### src/rtl/column_move_engine.sv
// Connect-Four board store with a go/done move-commit engine.
// Keeps per-column occupancy/owner masks, a landing row and a move counter.
module column_move_engine #(
    parameter int ROWS = 6,
    parameter int COLS = 7,
    parameter int CW   = 3,
    parameter int RW   = 3,
    parameter int MW   = 6
) (
    input  logic            clk,
    input  logic            reset,
    input  logic            clear_board,
    input  logic            go,
    input  logic [CW-1:0]   col_sel,
    input  logic            cur_player,
    output logic            busy,
    output logic            done,
    output logic            valid_move,
    output logic [RW-1:0]   land_row,
    output logic [MW-1:0]   move_count,
    output logic            board_full,
    input  logic [CW-1:0]   rd_col,
    output logic [ROWS-1:0] rd_onoff,
    output logic [ROWS-1:0] rd_player
);

    localparam int TOTAL = ROWS * COLS;

    localparam logic [1:0] IDLE   = 2'd0;
    localparam logic [1:0] FETCH  = 2'd1;
    localparam logic [1:0] COMMIT = 2'd2;
    localparam logic [1:0] REPORT = 2'd3;

    logic [1:0]      state;
    logic [CW-1:0]   col_q;
    logic            plr_q;
    logic [RW:0]     height_q;
    logic            ok_q;

    logic [ROWS-1:0] onoff  [COLS];
    logic [ROWS-1:0] player [COLS];

    logic [ROWS-1:0] sel_on;
    logic            sel_hit;
    logic [RW:0]     sel_cnt;
    logic            fetch_ok;
    logic            do_clear;

    assign do_clear   = (state == IDLE) && clear_board;
    assign busy       = (state != IDLE);
    assign done       = (state == REPORT);
    assign board_full = (move_count == MW'(TOTAL));

    // Height of the latched column; a missing column is never a valid target.
    always_comb begin
        sel_on  = '0;
        sel_hit = 1'b0;
        sel_cnt = '0;
        for (int c = 0; c < COLS; c++) begin
            if (col_q == CW'(c)) begin
                sel_on  = onoff[c];
                sel_hit = 1'b1;
            end
        end
        for (int r = 0; r < ROWS; r++) begin
            sel_cnt = sel_cnt + {{RW{1'b0}}, sel_on[r]};
        end
        fetch_ok = sel_hit && (sel_cnt < (RW+1)'(ROWS));
    end

    // Move sequencer: accept in IDLE, then FETCH, COMMIT, REPORT.
    always_ff @(posedge clk or posedge reset) begin
        if (reset) begin
            state    <= IDLE;
            col_q    <= '0;
            plr_q    <= 1'b0;
            height_q <= '0;
            ok_q     <= 1'b0;
        end else begin
            case (state)
                IDLE: begin
                    if (!clear_board && go) begin
                        col_q <= col_sel;
                        plr_q <= cur_player;
                        state <= FETCH;
                    end
                end
                FETCH: begin
                    height_q <= sel_cnt;
                    ok_q     <= fetch_ok;
                    state    <= COMMIT;
                end
                COMMIT:  state <= REPORT;
                default: state <= IDLE;
            endcase
        end
    end

    // Board masks: wipe on clear, drop one piece on a valid commit.
    always_ff @(posedge clk or posedge reset) begin
        if (reset) begin
            for (int c = 0; c < COLS; c++) begin
                onoff[c]  <= '0;
                player[c] <= '0;
            end
        end else if (do_clear) begin
            for (int c = 0; c < COLS; c++) begin
                onoff[c]  <= '0;
                player[c] <= '0;
            end
        end else if (state == COMMIT && ok_q) begin
            for (int c = 0; c < COLS; c++) begin
                if (col_q == CW'(c)) begin
                    onoff[c] <= {onoff[c][ROWS-2:0], 1'b1};
                    for (int r = 0; r < ROWS; r++) begin
                        if (height_q == (RW+1)'(r)) begin
                            player[c][r] <= plr_q;
                        end
                    end
                end
            end
        end
    end

    // Move result, landing row and saturating move counter.
    always_ff @(posedge clk or posedge reset) begin
        if (reset) begin
            valid_move <= 1'b0;
            land_row   <= '0;
            move_count <= '0;
        end else if (do_clear) begin
            move_count <= '0;
        end else if (state == COMMIT) begin
            valid_move <= ok_q;
            if (ok_q) begin
                land_row <= height_q[RW-1:0];
                if (move_count != MW'(TOTAL)) begin
                    move_count <= move_count + 1'b1;
                end
            end
        end
    end

    // Combinational read port; out-of-range columns read as empty.
    always_comb begin
        rd_onoff  = '0;
        rd_player = '0;
        for (int c = 0; c < COLS; c++) begin
            if (rd_col == CW'(c)) begin
                rd_onoff  = onoff[c];
                rd_player = player[c];
            end
        end
    end

endmodule

### config.mk
export PLATFORM = sky130hd
export DESIGN_NAME = column_move_engine
export DESIGN_NICKNAME = d
export VERILOG_FILES = /design/src/rtl/column_move_engine.sv
export SDC_FILE = /design/constraint.sdc
export NUM_CORES = 1
export LEC_CHECK = 0
export CAP_MARGIN = 10
export CORE_ASPECT_RATIO = 1.25
export CORE_MARGIN = 8
export CORE_UTILIZATION = 54
export DETAILED_ROUTE_END_ITERATION = 8
export GPL_TIMING_DRIVEN = 0
export PLACE_DENSITY_LB_ADDON = 0.25
export SLEW_MARGIN = 20
export SYNTH_ARGS = -nofsm -noshare
export SYNTH_HDL_FRONTEND = slang
export SYNTH_SLANG_ARGS = --single-unit
export TNS_END_PERCENT = 30
### constraint.sdc
create_clock -name clk -period 3.7 [get_ports clk]
set_input_delay 1.11 -clock clk [delete_from_list [all_inputs] [get_ports clk]]
set_output_delay 1.11 -clock clk [all_outputs]
set_load 0.05 [all_outputs]
==> impl_metrics.env, run 1 <==
export IMPL_worstSkewPairLatency_ns=0.34
export IMPL_dieArea_sq_um=13800
export IMPL_grt_pass1_wl_um=25000
export IMPL_period_needed_ns=3.63
export IMPL_cts_root_buffer="clkbuf_16"
export IMPL_viasPerCell=6.20
export IMPL_syn_inst=598
export IMPL_antenna_found_initial=0
export IMPL_fin_skew_ns=0.00736
export IMPL_syn_area_sq_um=5550
export IMPL_slew_headroom_pct=60.2
export IMPL_synth_edf_count=0
export IMPL_hold_viol_final=0
export IMPL_yosysWarnings=0
export IMPL_reg2reg_slack_ns=0.14
export IMPL_criticalPathCategory="input port to output pin"
export IMPL_clk_path_buf_depth=2
export IMPL_syn_area_per_cell_sq_um=9.27
export IMPL_die_w_um=107
export IMPL_fp_dieH_um=129
export IMPL_worst_pin_slew_ns=0.589
export IMPL_clock_sinks=104
export IMPL_drive_above_1_share_pct=18.6
export IMPL_dpl_cell_area_sq_um=6120
export IMPL_p_sw_w=0.00192
export IMPL_drv_slew=0
export IMPL_status="finished clean"
export IMPL_crit_required_ns=2.59
export IMPL_crit_fanout=5
export IMPL_post_drt_wl_per_cell_um=20.0
export IMPL_synth_nets=619
export IMPL_cp_startpoint="rd_col[0]"
export IMPL_rr_startpoint="col_q[1]"
export IMPL_initial_core_util_pct=55.2
export IMPL_htreeDepth=3
export IMPL_ys_seq_area_share_pct=46.9
export IMPL_gp_congestion=0.920
export IMPL_power_density_nw_per_um2=693
export IMPL_grt_ovfl_total=0
export IMPL_drt_iter0_drc=443
export IMPL_grt_setup_unrepaired="no"
export IMPL_period_share_pct=98.1
export IMPL_io_pins=36
export IMPL_core_area_sq_um=10100
export IMPL_grt_start_max_net_pins=35
export IMPL_pwr_share_clk_pct=20.4
export IMPL_reg2reg_to="ok_q"
export IMPL_final_nets=672
export IMPL_synth_ff_type="dfrtp_1"
export IMPL_p_leak_nw=2.85
export IMPL_ys_top_cells_by_area="dfrtp_1, o21ai_0, nand2_1, a21oi_1, mux2_2"
export IMPL_firstDrtPassIters=5
export IMPL_hold_end="player[30]"
export IMPL_ir_drop_v=0.000335
export IMPL_cts_tree="yes"
export IMPL_dp_hpwl_um=11500
export IMPL_path_clk_slew_ns=0.06
export IMPL_area_delta_synth_final_pct=18.4
export IMPL_yosys_area_top_type="dfrtp_1"
export IMPL_min_path_cells=2
export IMPL_end_kind="output pin"
export IMPL_drc=0
export IMPL_grt_pass1_vias=4827
export IMPL_yosysUniqueCellTypes=53
export IMPL_power_internal_w=0.00263
export IMPL_arrival_ns=2.52
export IMPL_vias=4867
export IMPL_row_count=41
export IMPL_diodes=0
export IMPL_maxCapViolations=0
export IMPL_setup_viol=0
export IMPL_final_area_sq_um=6560
export IMPL_numCtsBuffers=9
export IMPL_start_kind="input port"
export IMPL_combPwrFrac_pct=44.1
export IMPL_fmax_mhz=275
export IMPL_reg2reg_depth=14
export IMPL_track_usage_pct=23.3
export IMPL_wl_um=15700
export IMPL_ys_async_sr_fraction_pct=100
export IMPL_seqPwrFrac_pct=35.5
export IMPL_detail_route_antenna_nets=0
export IMPL_synth_ff_latch_count=104
export IMPL_hold_start="player[30]"
export IMPL_yosysTopAreaCellShare_pct=46.9
export IMPL_fin_setup_tns_ns=0
export IMPL_hold_class="flip-flop to flip-flop"
export IMPL_numPortBuffers=35
export IMPL_p_sw_share_pct=42.2
-- cell usage in the layout, fill, tap and decap left out, drive strengths merged, types with 5 or more instances in the layout --
master | synthesis | routed
dfrtp | 104 | 104
nand2 | 95 | 95
o21ai | 92 | 92
a21oi | 63 | 63
nor2 | 57 | 57
buf | 26 | 44
clkbuf | 9 | 23
o22ai | 22 | 22
clkdlybuf4s50 | 0 | 20
mux2i | 20 | 20
inv | 19 | 19
mux2 | 18 | 18
a32o | 7 | 7
ha | 7 | 7
mux4 | 6 | 6
nand2b | 6 | 6
nor2b | 5 | 5
-- sequential cells by signal (all words and copies together), names as in the netlist --
register,flops
land_row,3
ok_q,1
col_q,3
move_count,6
height_q,3
onoff,42
plr_q,1
state,2
player,42
valid_move,1
-- critical path: stages --
cell and delay [ns]:
buf_2 0.14, buf_6 0.16, buf_4 0.12, mux2_2 0.35, o22ai_1 0.15, o22ai_1 0.11
a32o_1 0.23, buf_6 0.15
-- layout make-up --
type                       count  area [sq um]
tap                          129           161
multi-input combinational    440          2720
buffer                        33           264
timing repair buffer          44           444
fill                         816          3490
clock inverter                 4          26.3
clock buffer                  12           267
inverter                      19          75.1
sequential                   104          2600
-- per-layer routing --
layer,GRT usage [%],routed length (um),vias to the layer above
met4,14.2,807,0
met1,27.3,6050,2417
li1,-,-,2206
met3,3.38,759,60
met5,0,0,-
met2,39.6,8110,184
-- kinds of logic (layout without fill, tap and decap cells) --
kind of cell | after synthesis | count (layout) | synth area share, %
adder cells (fa/ha/maj) | 10 | 10 | 2.66
multiplexers | 44 | 44 | 9.70
AO/OA/AOI/OAI | 199 | 199 | 20.1
XOR/XNOR | 4 | 4 | 0.632
flip-flops | 104 | 104 | 46.9
buffers and inverters | 54 | 112 | 5.17
AND/OR/NAND/NOR | 183 | 183 | 14.8
-- stage by stage --
step                      hold WS (ns)  power (W)  worst slack [ns]  std cells  util, %
final                            0.508    0.00455            0.0687        785     65.3
after global routing             0.525    0.00481           0.00364        785     65.3
after CTS                        0.507    0.00449           -0.0284        784     64.4
after detailed placement         0.492    0.00354             -1.03        765     60.9
after global placement           0.484    0.00348            -0.961        762     60.3
after floorplan                  0.467    0.00294           -0.0623        598        -
-- power by group through the flow --
stage / clock network (W) / registers [W] / logic (W)
after floorplan: 0 / 0.00166 / 0.00129
after global placement: 0 / 0.00160 / 0.00188
after detailed placement: 0 / 0.00162 / 0.00192
after CTS: 0.000941 / 0.00160 / 0.00195
after global routing: 0.000986 / 0.00164 / 0.00218
final: 0.000927 / 0.00161 / 0.00201
-- how the worst max path moves through the flow --
stage	to	slack, ns
final	rd_onoff[3]	0.07
after detailed placement	rd_onoff[4]	-1.03
after global placement	rd_onoff[4]	-0.96
after global routing	ok_q	0.004
after CTS	rd_onoff[2]	-0.03
after floorplan	rd_onoff[4]	-0.06
-- repair_timing --
action	in CTS	in global routing
hold buffers	0	0
pin swaps	0	1
gates resized for setup	98	17
setup buffers	3	1
hold endpoints to repair	0	0
gates cloned	1	1
setup endpoints to repair	13	11
-- cells in the mapped netlist, drive strengths merged (7+ instances only) --
cell and count:
mux2 18, o22ai 22, nor2 57, inv 19, clkbuf 9, mux2i 20, dfrtp 104, o21ai 92
nand2 95, ha 7, a32o 7, a21oi 63, buf 26
Note: power is estimated with default switching activity, not from simulation.
==> run 2: changes to the inputs <==
--- a/config.mk
+++ b/config.mk
@@ -9,9 +9,11 @@
 export CORE_ASPECT_RATIO = 1.25
 export CORE_MARGIN = 8
 export CORE_UTILIZATION = 54
+export CTS_BUF_LIST = sky130_fd_sc_hd__clkbuf_16
 export DETAILED_ROUTE_END_ITERATION = 8
 export GPL_TIMING_DRIVEN = 0
-export PLACE_DENSITY_LB_ADDON = 0.25
+export PLACE_DENSITY = 0.77
+export SKIP_LAST_GASP = 1
 export SLEW_MARGIN = 20
 export SYNTH_ARGS = -nofsm -noshare
 export SYNTH_HDL_FRONTEND = slang
==> run 2 against run 1 <==
First-iteration DRC count up 18%; routed wire length up 5.1%; global-route usage up 0.70 points; maximum frequency down 1.2%; utilization up 2.5 points; sequential share of layout area is 1.5 points lower; critical path depth is 1 higher; flip-flop and latch count unchanged; critical endpoint is now rd_onoff[2]; largest cell class unchanged.
==> impl_metrics.env, run 2 (synthesis gave the netlist of run 1 again) <==
export IMPL_crit_fanout=7
export IMPL_area_delta_synth_final_pct=22.9
export IMPL_fin_skew_ns=0.0103
export IMPL_gp_congestion=0.902
export IMPL_post_drt_wl_per_cell_um=20.8
export IMPL_die_w_um=107
export IMPL_post_place_ws_ns=-1.03
export IMPL_track_usage_pct=24.0
export IMPL_fmax_mhz=272
export IMPL_cts_hold_fix_buffers=0
export IMPL_cts_tree="yes"
export IMPL_end_kind="output pin"
export IMPL_hold_viol_final=0
export IMPL_drt_iter0_drc=524
export IMPL_firstDrtPassIters=8
export IMPL_final_nets=683
export IMPL_initial_core_util_pct=55.2
export IMPL_final_common_cell="dfrtp_1"
export IMPL_grt_start_max_net_pins=37
export IMPL_vias=5042
export IMPL_start_kind="input port"
export IMPL_htreeDepth=3
export IMPL_antenna_found_initial=0
export IMPL_dp_cells=765
export IMPL_hold_class="flip-flop to flip-flop"
export IMPL_row_count=41
export IMPL_diodes=0
export IMPL_period_needed_ns=3.68
export IMPL_clk_path_buf_depth=2
export IMPL_crit_required_ns=2.59
export IMPL_viasPerCell=6.33
export IMPL_clock_sinks=104
export IMPL_cts_root_buffer="clkbuf_16"
export IMPL_status="finished clean"
export IMPL_worstSkewPairLatency_ns=0.35
export IMPL_arrival_ns=2.57
export IMPL_period_share_pct=99.3
export IMPL_fill_cells=801
export IMPL_worst_pin_slew_ns=0.598
export IMPL_fp_dieH_um=129
export IMPL_final_seq_area_sq_um=2600
export IMPL_dp_hpwl_um=11600
export IMPL_drive_above_1_share_pct=21.0
export IMPL_final_util_pct=67.8
export IMPL_power_density_nw_per_um2=677
export IMPL_fin_setup_tns_ns=0
export IMPL_setup_viol=0
export IMPL_ir_drop_v=0.000339
export IMPL_path_clk_slew_ns=0.06
export IMPL_layout_top_registers="onoff (42), player (42), move_count (6)"
export IMPL_grt_pass1_vias=4997
export IMPL_multi_input_area_sq_um=2790
export IMPL_grt_setup_unrepaired="yes"
export IMPL_grt_ovfl_total=0
export IMPL_dpl_cell_area_sq_um=6130
export IMPL_grt_pass1_wl_um=25600
export IMPL_final_cell_mix="dfrtp_1, nand2_1, o21ai_0, a21oi_1, nor2_1"
export IMPL_slew_headroom_pct=59.6
export IMPL_core_area_sq_um=10100
export IMPL_io_pins=36
export IMPL_detail_route_antenna_nets=0
export IMPL_fin_ws_ns=0.0245
export IMPL_numPortBuffers=35
export IMPL_criticalPathCategory="input port to output pin"
export IMPL_final_area_sq_um=6810
export IMPL_maxCapViolations=0
export IMPL_numCtsBuffers=9
export IMPL_wl_um=16500
export IMPL_drv_slew=0
export IMPL_drc=0
export IMPL_dieArea_sq_um=13800
export IMPL_layout_cells_non_filler=796
export IMPL_p_leak_nw=2.94
==> run 2: changes by cell type in the layout (fill, tap and decap cells not counted), sizes merged <==
cell / delta
clkinvlp: +1
inv: +1
clkinv: +1
clkbuf: -6
buf: +14
==> run 2: worst max-delay path, cell delays in order <==
cell	delay, ns
buf_2	0.12
buf_8	0.14
buf_12	0.15
buf_12	0.12
nand2b_4	0.19
o22ai_1	0.21
o22ai_1	0.12
a32o_1	0.24
buf_6	0.16
==> run 2: area by class of cell <==
class | instances | share of cell area, %
plain buffers | 34 | 4.06
multi-input cells | 440 | 40.9
well taps | 129 | 2.37
repair buffers | 54 | 9.35
clock inverters | 7 | 0.679
flip-flops and latches | 104 | 38.2
clock buffers | 9 | 3.31
inverters | 19 | 1.10
==> run 2: worst paths after layout <==
path	from	depth (start not counted)	slack [ns]	to
setup / recovery	rd_col[0]	9	0.02	rd_onoff[2]
setup reg to reg	col_q[0]	15	0.14	ok_q
hold / removal	plr_q	1	0.50	plr_q
max in group asynchronous	reset	4	1.92	col_q[0]
min in group asynchronous	reset	2	1.08	player[12]
hold reg to reg	plr_q	1	0.50	plr_q
==> run 2: through the flow <==
step | hold WS (ns) | total power, W
after CTS | 0.506 | 0.00449
after global routing | 0.518 | 0.00484
after floorplan | 0.467 | 0.00294
final | 0.503 | 0.00461
after detailed placement | 0.491 | 0.00354
after global placement | 0.485 | 0.00347
==> run 2: repair_timing <==
action,CTS,global route
endpoints found under the setup margin,12,10
pin swaps,4,4
resized for setup,119,15
cloned,2,0
setup buffers,7,7
==> run 2: where the power goes <==
part / switching (W) / leakage [nW] / total (W) / internal, W
Combinational: 0.00133 / 1.39 / 0.00209 / 0.000757
Clock: 0.000436 / 0.130 / 0.000893 / 0.000457
Sequential: 0.000220 / 1.42 / 0.00163 / 0.00141
==> run 2: metal layers <==
metal  GRT usage [%]  wire, um  up-vias  part of all wire [%]
met2            42.1      8530      270                    52
met4            13.3       762        0                   4.6
met1            26.9      6190     2479                    37
met5               0         0        -                     0
li1                -         -     2228                     -
met3            4.42      1050       65                   6.3
